[src/rtl/hdmi_period_scheduler.sv]
// Purpose: raster counters, sync/DE/CTL generation and per-pixel HDMI period selection,
//          including one 44-clock data-island slot per line granted to a packet source.
// Latency: 1 pixclk from internal (cx,cy) to every output. Backpressure: none; island_req is a level, island_grant a 1-clock pulse.
module hdmi_period_scheduler #(
  parameter int H_ACTIVE      = 640,
  parameter int H_TOTAL       = 800,
  parameter int H_SYNC_START  = 656,
  parameter int H_SYNC_END    = 752,
  parameter int V_ACTIVE      = 480,
  parameter int V_TOTAL       = 525,
  parameter int V_SYNC_START  = 490,
  parameter int V_SYNC_END    = 492,
  parameter int ISLAND_OFFSET = 16
) (
  input  logic       pixclk,
  input  logic       rst_n,
  input  logic       island_en,
  input  logic       island_req,
  output logic       island_grant,
  output logic [4:0] island_slot,
  output logic [2:0] period,
  output logic [3:0] ctl,
  output logic       hsync,
  output logic       vsync,
  output logic       de,
  output logic [9:0] x,
  output logic [9:0] y
);

  // Period codes as seen by the encoder stage.
  localparam logic [2:0] P_CTRL     = 3'd0;
  localparam logic [2:0] P_VID_PRE  = 3'd1;
  localparam logic [2:0] P_VID_GB   = 3'd2;
  localparam logic [2:0] P_VID_DATA = 3'd3;
  localparam logic [2:0] P_DI_PRE   = 3'd4;
  localparam logic [2:0] P_DI_GB    = 3'd5;
  localparam logic [2:0] P_DI_DATA  = 3'd6;

  // CTL3..CTL0 patterns for the two preambles.
  localparam logic [3:0] CTL_VID_PRE = 4'b0001;
  localparam logic [3:0] CTL_DI_PRE  = 4'b0101;

  // Raster landmarks in counter width.
  localparam logic [9:0] HA        = 10'(H_ACTIVE);
  localparam logic [9:0] HT_M1     = 10'(H_TOTAL - 1);
  localparam logic [9:0] HS_START  = 10'(H_SYNC_START);
  localparam logic [9:0] HS_END    = 10'(H_SYNC_END);
  localparam logic [9:0] VA        = 10'(V_ACTIVE);
  localparam logic [9:0] VT_M1     = 10'(V_TOTAL - 1);
  localparam logic [9:0] VS_START  = 10'(V_SYNC_START);
  localparam logic [9:0] VS_END    = 10'(V_SYNC_END);
  localparam logic [9:0] VPRE_LO   = 10'(H_TOTAL - 10);
  localparam logic [9:0] VPRE_HI   = 10'(H_TOTAL - 3);
  localparam logic [9:0] VGB_LO    = 10'(H_TOTAL - 2);
  localparam logic [9:0] ISL_START = 10'(H_ACTIVE + ISLAND_OFFSET);

  // Island phase lengths minus one (terminal count of the phase counter).
  localparam logic [4:0] PRE_LAST  = 5'd7;
  localparam logic [4:0] GB_LAST   = 5'd1;
  localparam logic [4:0] DATA_LAST = 5'd31;

  typedef enum logic [2:0] {
    IDLE = 3'd0,
    PRE  = 3'd1,
    LGB  = 3'd2,
    DATA = 3'd3,
    TGB  = 3'd4
  } isl_state_t;

  // Raster position and island sequencer state.
  logic [9:0] cx_q, cx_d;
  logic [9:0] cy_q, cy_d;
  isl_state_t ist_q, ist_d;
  logic [4:0] icnt_q, icnt_d;

  // Registered outputs.
  logic       grant_q, grant_d;
  logic [4:0] slot_q, slot_d;
  logic [2:0] period_q, period_d;
  logic [3:0] ctl_q, ctl_d;
  logic       hsync_q, hsync_d;
  logic       vsync_q, vsync_d;
  logic       de_q, de_d;
  logic [9:0] x_q, y_q;

  // Combinational helpers.
  logic [9:0] ny;
  logic       next_line_active;
  logic       vid_active;
  logic       start_hit;
  isl_state_t cur_st;
  logic [4:0] cur_cnt;

  // Raster counters: cx wraps every line, cy advances on the cx wrap.
  always_comb begin
    cx_d = cx_q + 10'd1;
    cy_d = cy_q;
    if (cx_q == HT_M1) begin
      cx_d = 10'd0;
      cy_d = (cy_q == VT_M1) ? 10'd0 : cy_q + 10'd1;
    end
  end

  // Island sequencer: the start check is folded into the current phase so the
  // very clock at the start column is already the first preamble clock.
  always_comb begin
    start_hit = (ist_q == IDLE) && (cx_q == ISL_START) && island_en && island_req;
    cur_st    = start_hit ? PRE : ist_q;
    cur_cnt   = start_hit ? 5'd0 : icnt_q;
    ist_d     = cur_st;
    icnt_d    = cur_cnt + 5'd1;
    unique case (cur_st)
      IDLE: begin
        icnt_d = 5'd0;
      end
      PRE: begin
        if (cur_cnt == PRE_LAST) begin
          ist_d  = LGB;
          icnt_d = 5'd0;
        end
      end
      LGB: begin
        if (cur_cnt == GB_LAST) begin
          ist_d  = DATA;
          icnt_d = 5'd0;
        end
      end
      DATA: begin
        if (cur_cnt == DATA_LAST) begin
          ist_d  = TGB;
          icnt_d = 5'd0;
        end
      end
      TGB: begin
        if (cur_cnt == GB_LAST) begin
          ist_d  = IDLE;
          icnt_d = 5'd0;
        end
      end
      default: begin
        ist_d  = IDLE;
        icnt_d = 5'd0;
      end
    endcase
  end

  // Period decode with priority video data > video lead-in > island > control.
  always_comb begin
    ny               = (cy_q == VT_M1) ? 10'd0 : cy_q + 10'd1;
    next_line_active = (ny < VA);
    vid_active       = (cx_q < HA) && (cy_q < VA);
    period_d         = P_CTRL;
    ctl_d            = 4'b0000;
    slot_d           = 5'd0;
    de_d             = 1'b0;
    hsync_d          = (cx_q >= HS_START) && (cx_q < HS_END);
    vsync_d          = (cy_q >= VS_START) && (cy_q < VS_END);
    grant_d          = start_hit;
    if (vid_active) begin
      period_d = P_VID_DATA;
      de_d     = 1'b1;
    end else if (next_line_active && (cx_q >= VPRE_LO) && (cx_q <= VPRE_HI)) begin
      period_d = P_VID_PRE;
      ctl_d    = CTL_VID_PRE;
    end else if (next_line_active && (cx_q >= VGB_LO)) begin
      period_d = P_VID_GB;
    end else begin
      unique case (cur_st)
        PRE: begin
          period_d = P_DI_PRE;
          ctl_d    = CTL_DI_PRE;
        end
        LGB, TGB: begin
          period_d = P_DI_GB;
        end
        DATA: begin
          period_d = P_DI_DATA;
          slot_d   = cur_cnt;
        end
        default: begin
          period_d = P_CTRL;
        end
      endcase
    end
  end

  // State registers; reset abandons any island in progress.
  always_ff @(posedge pixclk) begin
    if (!rst_n) begin
      cx_q   <= 10'd0;
      cy_q   <= 10'd0;
      ist_q  <= IDLE;
      icnt_q <= 5'd0;
    end else begin
      cx_q   <= cx_d;
      cy_q   <= cy_d;
      ist_q  <= ist_d;
      icnt_q <= icnt_d;
    end
  end

  // Output registers, all describing the previous cycle's (cx,cy).
  always_ff @(posedge pixclk) begin
    if (!rst_n) begin
      grant_q  <= 1'b0;
      slot_q   <= 5'd0;
      period_q <= P_CTRL;
      ctl_q    <= 4'b0000;
      hsync_q  <= 1'b0;
      vsync_q  <= 1'b0;
      de_q     <= 1'b0;
      x_q      <= 10'd0;
      y_q      <= 10'd0;
    end else begin
      grant_q  <= grant_d;
      slot_q   <= slot_d;
      period_q <= period_d;
      ctl_q    <= ctl_d;
      hsync_q  <= hsync_d;
      vsync_q  <= vsync_d;
      de_q     <= de_d;
      x_q      <= cx_q;
      y_q      <= cy_q;
    end
  end

  assign island_grant = grant_q;
  assign island_slot  = slot_q;
  assign period       = period_q;
  assign ctl          = ctl_q;
  assign hsync        = hsync_q;
  assign vsync        = vsync_q;
  assign de           = de_q;
  assign x            = x_q;
  assign y            = y_q;

endmodule

[config.mk]
export PLATFORM = sky130hd
export DESIGN_NAME = hdmi_period_scheduler
export DESIGN_NICKNAME = d
export VERILOG_FILES = /design/src/rtl/hdmi_period_scheduler.sv
export SDC_FILE = /design/constraint.sdc
export NUM_CORES = 1
export LEC_CHECK = 0
export CAP_MARGIN = 40
export CORE_ASPECT_RATIO = 0.9
export CORE_MARGIN = 8
export CORE_UTILIZATION = 51
export CTS_BUF_LIST = sky130_fd_sc_hd__clkbuf_4 sky130_fd_sc_hd__clkbuf_8
export DETAILED_ROUTE_END_ITERATION = 8
export PLACE_DENSITY = 0.78
export SETUP_SLACK_MARGIN = 0.5
export SLEW_MARGIN = 20
export SYNTH_ARGS = -nofsm -noshare
export SYNTH_HDL_FRONTEND = slang
export SYNTH_SLANG_ARGS = --single-unit
[constraint.sdc]
create_clock -name pixclk -period 2.75 [get_ports pixclk]
set_clock_uncertainty 0.15 [all_clocks]
set_input_delay 0.55 -clock pixclk [delete_from_list [all_inputs] [get_ports pixclk]]
set_output_delay 0.55 -clock pixclk [all_outputs]
set_load 0.01 [all_outputs]
==> flow_metrics.py <==
metrics = {
    "outcome": {
        "status": "completed",
    },
    "global_route": {
        "antenna_found_initial": 0,
        "grt_util_met2_pct": 30.1,
        "grt.busiest_layer": "met2",
        "grt_use_met1_pct": 20.8,
        "grt_pass1_wl_microns": 11800,
        "met3_usage_pct": 6.56,
        "overflow": 0,
        "grt_pass1_vias": 2456,
        "track_usage_pct": 18.3,
        "grt_start_max_net_pins": 24,
    },
    "cts": {
        "cts_root_buf": "clkbuf_8",
        "clk_pin_slew_ps": 60,
        "htree_levels": 3,
        "cts_tree": "built",
        "cts_sinks": 62,
        "numCtsBuffers": 9,
        "clock_latency_ps": 340,
        "clockBufferDepth": 2,
    },
    "worst_setup_path": {
        "crit_path_end": "icnt_q[3]",
        "ff2ff_path_depth": 13,
        "crit_start": "cx_q[0]",
        "end_kind": "flop",
        "critPathArrivalTime_ps": 2640,
        "crit_path_start_kind": "flop",
        "worstReg2RegEnd": "icnt_q[3]",
        "cp.required_ps": 2860,
        "reg2reg_slack_ps": 220,
        "crit_fanout": 3,
        "path_class": "flop to flop",
        "worstReg2RegStart": "cx_q[0]",
    },
    "placed_design": {
        "gp_congestion": 0.892,
        "dp_hpwl_microns": 4780,
        "portBuffers": 37,
        "numPlacedInstances": 429,
        "dpl_worst_slack_ps": -177,
    },
    "finish": {
        "layout.nets": 398,
        "layout-drive-gt1-share_pct": 22.9,
        "syn2layout_area_growth_pct": 35.5,
        "most-common-layout-cells": "dfxtp_1, nor2_1, clkdlybuf4s50_1",
        "antenna_cells": 0,
        "stdcell_count": 456,
        "layout_commonest_cell": "dfxtp_1",
    },
    "timing": {
        "slew_headroom_pct": 63.1,
        "max_freq_mhz": 395,
        "whs_ps": 384,
        "period_minus_slack_ps": 2530,
        "drv_slew": 0,
        "setup_tns_ps": 0,
        "setup_viol": 0,
        "finalHoldViolations": 0,
        "rsz0062_at_grt": "yes",
        "min_period_over_period_pct": 92.1,
        "setup_slack_ps": 216,
        "tightest_slew_ps": 551,
    },
    "floorplan": {
        "die_h_microns": 86.7,
        "core_area_sq_um": 5320,
        "num_rows": 25,
        "ios": 40,
        "start_util_pct": 53.2,
        "die-area_sq_um": 8190,
        "die_w_microns": 94.5,
    },
    "power": {
        "ir_drop_mv": 0.461,
        "power_leakage_nw": 1.43,
        "powerDensity_nw_per_um2": 487,
        "p_total_mw": 1.87,
    },
    "yosys": {
        "synth-seq-cells": 62,
        "synth_seq_area_share_pct": 43.9,
        "synthFlopType": "dfxtp_1",
        "synth_area_per_cell_sq_um": 8.70,
        "async_reset_ff_share_pct": 0,
        "synthCells": 325,
        "synth_edf_count": 0,
        "ys_warn_count": 0,
        "synthDistinctLibCells": 59,
        "syn-cell-area_sq_um": 2830,
    },
    "drt": {
        "first_pass_iters": 5,
        "viasPerCell": 5.67,
        "num_vias": 2586,
        "drtAntennaViolNets": 0,
        "routedWlPerCell_microns": 15.9,
        "routed_wl_microns": 7230,
        "drcViolationCount": 0,
        "dr.first_iter.drc_count": 201,
    },
    "hold_path": {
        "hp-class": "flop to flop",
    },
    "job": {
        "max_cap_viol_count": 0,
    },
}
-- where the power goes --
group	switching, mW	internal (mW)
registers	0.00457	0.907
logic	0.0382	0.0345
clock network	0.333	0.551
-- synthesized netlist by cell type (5+ instances only) --
cell	count	share of area, %
dfxtp_1	62	44
nor2_1	42	5.6
nand2_1	22	2.9
and2_1	21	4.6
a21oi_1	15	2.7
clkbuf_1	14	1.9
nor3_1	13	2.3
nand3_1	12	2.1
inv_1	11	1.5
o21ai_0	11	1.9
ha_1	9	4.0
xnor2_1	8	2.5
and3_1	6	1.3
or3_1	6	1.3
xor2_1	6	1.9
buf_2	5	0.88
nand4_1	5	1.1
-- worst min-delay path by stage --
stage,endpoint,cells past startpoint,start,slack [ps]
global route,y[0],2,cy_q[0],410
finish,island_slot[2],2,icnt_q[2],380
CTS,y[1],2,cy_q[1],390
global placement,cx_q[0],1,cx_q[0],320
detailed placement,cx_q[0],1,cx_q[0],350
floorplan,cx_q[0],1,cx_q[0],300
-- area by class of cell --
cell class / count / area [sq um]
Clock buffer: 11 / 151
Clock inverter: 4 / 70.1
Fill cell: 390 / 1490
Inverter: 11 / 43.8
Multi-Input combinational cell: 230 / 1600
Sequential cell: 62 / 1250
Tap cell: 67 / 83.8
Timing Repair Buffer: 71 / 631
-- registers in the layout, indices dropped and copies added (netlist names), 2 cells and up --
name,flops
y,10
x,10
icnt_q,5
ctl,2
island_slot,5
ist_q,3
cy_q,10
period,3
cx_q,10
-- layer usage --
layer,vias to the layer above,part of all wire [%]
met5,-,0
met4,0,3.3
met3,27,7.3
met2,107,49
met1,1206,40
li1,1246,-
-- through the flow --
| stage | utilization [%] | area (sq um) |
|---|---|---|
| after floorplan | - | 2880 |
| after global placement | 63.6 | 3380 |
| final | 72.1 | 3830 |
| after CTS | 70.0 | 3720 |
| after global routing | 72.1 | 3830 |
| after detailed placement | 63.6 | 3380 |
-- worst max-delay path: stages (launching register included) --
cell,delay [ps]
dfxtp_4,360
inv_4,60
ha_4,120
and4bb_2,260
nand4_1,180
and2_4,230
ha_4,160
nand2_2,60
nor2_2,30
ha_2,190
inv_2,60
mux2i_1,60
a221o_1,350
a211oi_2,190
-- cell families (layout without fill, tap and decap cells) --
logic type               count (synthesis)  after routing  synth area share, %
adder cells (fa/ha/maj)                  9              9                 3.98
multiplexers                             2              2                0.708
other                                    1              2                0.133
AND/OR/NAND/NOR                        150            150                 28.8
flip-flops                              62             62                 43.9
buffers and inverters                   34             97                 5.53
XOR/XNOR                                14             14                 4.33
AO/OA/AOI/OAI                           53             53                 12.6
-- what timing repair did --
| action | CTS | global route |
|---|---|---|
| pin swaps | 14 | 19 |
| hold buffers | 0 | 0 |
| resized for setup | 14 | 20 |
| buffers inserted | 9 | 3 |
| setup endpoints to repair | 10 | 20 |
Power figures use the tool's default switching activity.
==> variant (same settings) <==
Re-encode `isl_state_t` (5 states) as one-hot, 5 bits wide.
--- a/src/rtl/hdmi_period_scheduler.sv
+++ b/src/rtl/hdmi_period_scheduler.sv
@@ -59,12 +59,12 @@
   localparam logic [4:0] GB_LAST   = 5'd1;
   localparam logic [4:0] DATA_LAST = 5'd31;
 
-  typedef enum logic [2:0] {
-    IDLE = 3'd0,
-    PRE  = 3'd1,
-    LGB  = 3'd2,
-    DATA = 3'd3,
-    TGB  = 3'd4
+  typedef enum logic [4:0] {
+    IDLE = 5'b00001,
+    PRE  = 5'b00010,
+    LGB  = 5'b00100,
+    DATA = 5'b01000,
+    TGB  = 5'b10000
   } isl_state_t;
 
   // Raster position and island sequencer state.
Formal check against the unedited RTL: no difference found for any inputs over 10 cycles, from zero or initial values and one cycle with rst_n low; not proved beyond that.
==> variant against the unedited design <==
Count of clock-buffer cells in the layout increased by 2; wire length decreased by 3.4%; sequential share of layout area increased by 2.8 points; design area decreased by 4.1%; fmax increased by 11%; cell count decreased by 5.3%; power decreased by 1.5%; worst setup slack improved by 0.26 ns; hold slack got worse by 0.016 ns; area after synthesis decreased by 1.9%; combinational power decreased by 3%; sequential cell count increased by 2; critical endpoint is now cy_q[4]; largest cell class unchanged.
==> variant: results (changes against the unedited design) <==
[run_status]
status=completed

[worst_setup_path]
critPathArrivalTime_ns=2.39  ; -0.25 ns
slowest_delay_ns=0.58  ; +0.22 ns
cp_max_fo=10  ; +7
crit_slowest_cell=or3_1

[placed_design]
dp_hpwl_um=4650  ; -2.7%
routabilityCongestion=0.960  ; +7.6%
io_buffers=37  ; unchanged

[final_layout]
fin_nets=372  ; -6.5%
fill_cells=404  ; +3.6%
drive_gt1_frac=0.219  ; -0.00961

[detailed_routing]
drtIter0Drc=176  ; -12%
vias=2502  ; -3.2%
wirelength_um=6990  ; -3.4%

[global_route]
gr-usage-met3=0.0532  ; -0.0124
grt_pass1_wl_um=10900  ; -7.9%
gr-usage-met1=0.193  ; -0.0146
grt_pass1_vias=2320  ; -5.5%
grt.total_usage=0.172  ; -0.0114
met2_usage=0.287  ; -0.0132
grt_start_max_net_pins=23  ; -4.2%

[synth]
synthTopCellsByArea=dfxtp_1, nor2_1, and2_1
synth_common_cells=dfxtp_1, nor2_1, and2_1
synthDistinctLibCells=52  ; -12%
ys_seq_area_frac=0.462  ; +0.0231
yosysTopAreaCellShare=0.462  ; +0.0231

[hold_path]
hp-start=icnt_q[4]

[power_and_ir_drop]
leakage_nw=1.34  ; -6.3%
vdd_drop_max_v=0.000361  ; -22%

[clock_tree]
clock_sinks=64  ; +3.2%
cts_root_buf=clkbuf_8

[variant: cell families (layout without fill, tap and decap cells)]
logic type	count (synthesis)	count (layout)	synth area share
compound gates	48	48	0.107
buf+inv	29	84	0.0456
xor+xnor	14	14	0.0442
flops	64	64	0.462
mux	1	1	0.00496
other cells	1	2	0.00135
simple gates	144	144	0.299
fa+ha+maj	8	8	0.0361
[variant: area by class of cell]
| cell class | instances | share of cell area |
|---|---|---|
| clock buffer | 13 | 0.0453 |
| sequential | 64 | 0.354 |
| timing repair buffer | 59 | 0.145 |
| multi-input combinational | 217 | 0.411 |
| inverter | 9 | 0.0106 |
| clock inverter | 3 | 0.0109 |
| tap | 67 | 0.0228 |
[variant: path summary, 6_finish.rpt]
| check | endpoint | slack [ns] | cells past startpoint |
|---|---|---|---|
| worst min register to register | island_slot[4] | 0.37 | 1 |
| worst max-delay path | cy_q[4] | 0.47 | 7 |
| worst max register to register | cy_q[4] | 0.47 | 7 |
| worst min-delay path | island_slot[4] | 0.37 | 1 |
[variant: where the power goes]
group | switching [mW] | internal, mW
Sequential | 0.00722 | 0.933
Clock | 0.343 | 0.485
Combinational | 0.0364 | 0.0343
[variant: what timing repair did]
action	CTS	global route
setup buffers	9	3
hold buffers	0	0
endpoints found under the hold margin	0	0
endpoints found under the setup margin	8	21
gates resized for setup	13	21
pin swaps	9	9
[variant: stage by stage]
stage | utilization | instance area [um^2] | cells | setup slack (ns)
finish | 0.700 | 3680 | 432 | 0.475
global route | 0.700 | 3680 | 432 | 0.371
CTS | 0.680 | 3570 | 429 | 0.453
detailed placement | 0.621 | 3260 | 404 | -0.0207
global placement | 0.621 | 3260 | 404 | 0.0571
floorplan | - | 2830 | 310 | 0.509
[variant: metal layers]
layer  vias up  share of wire  wire, um
met4         0          0.028       193
li1       1193              -         -
met2       110           0.51      3550
met3        20          0.081       564
met1      1179           0.38      2680
met5         -              0         0
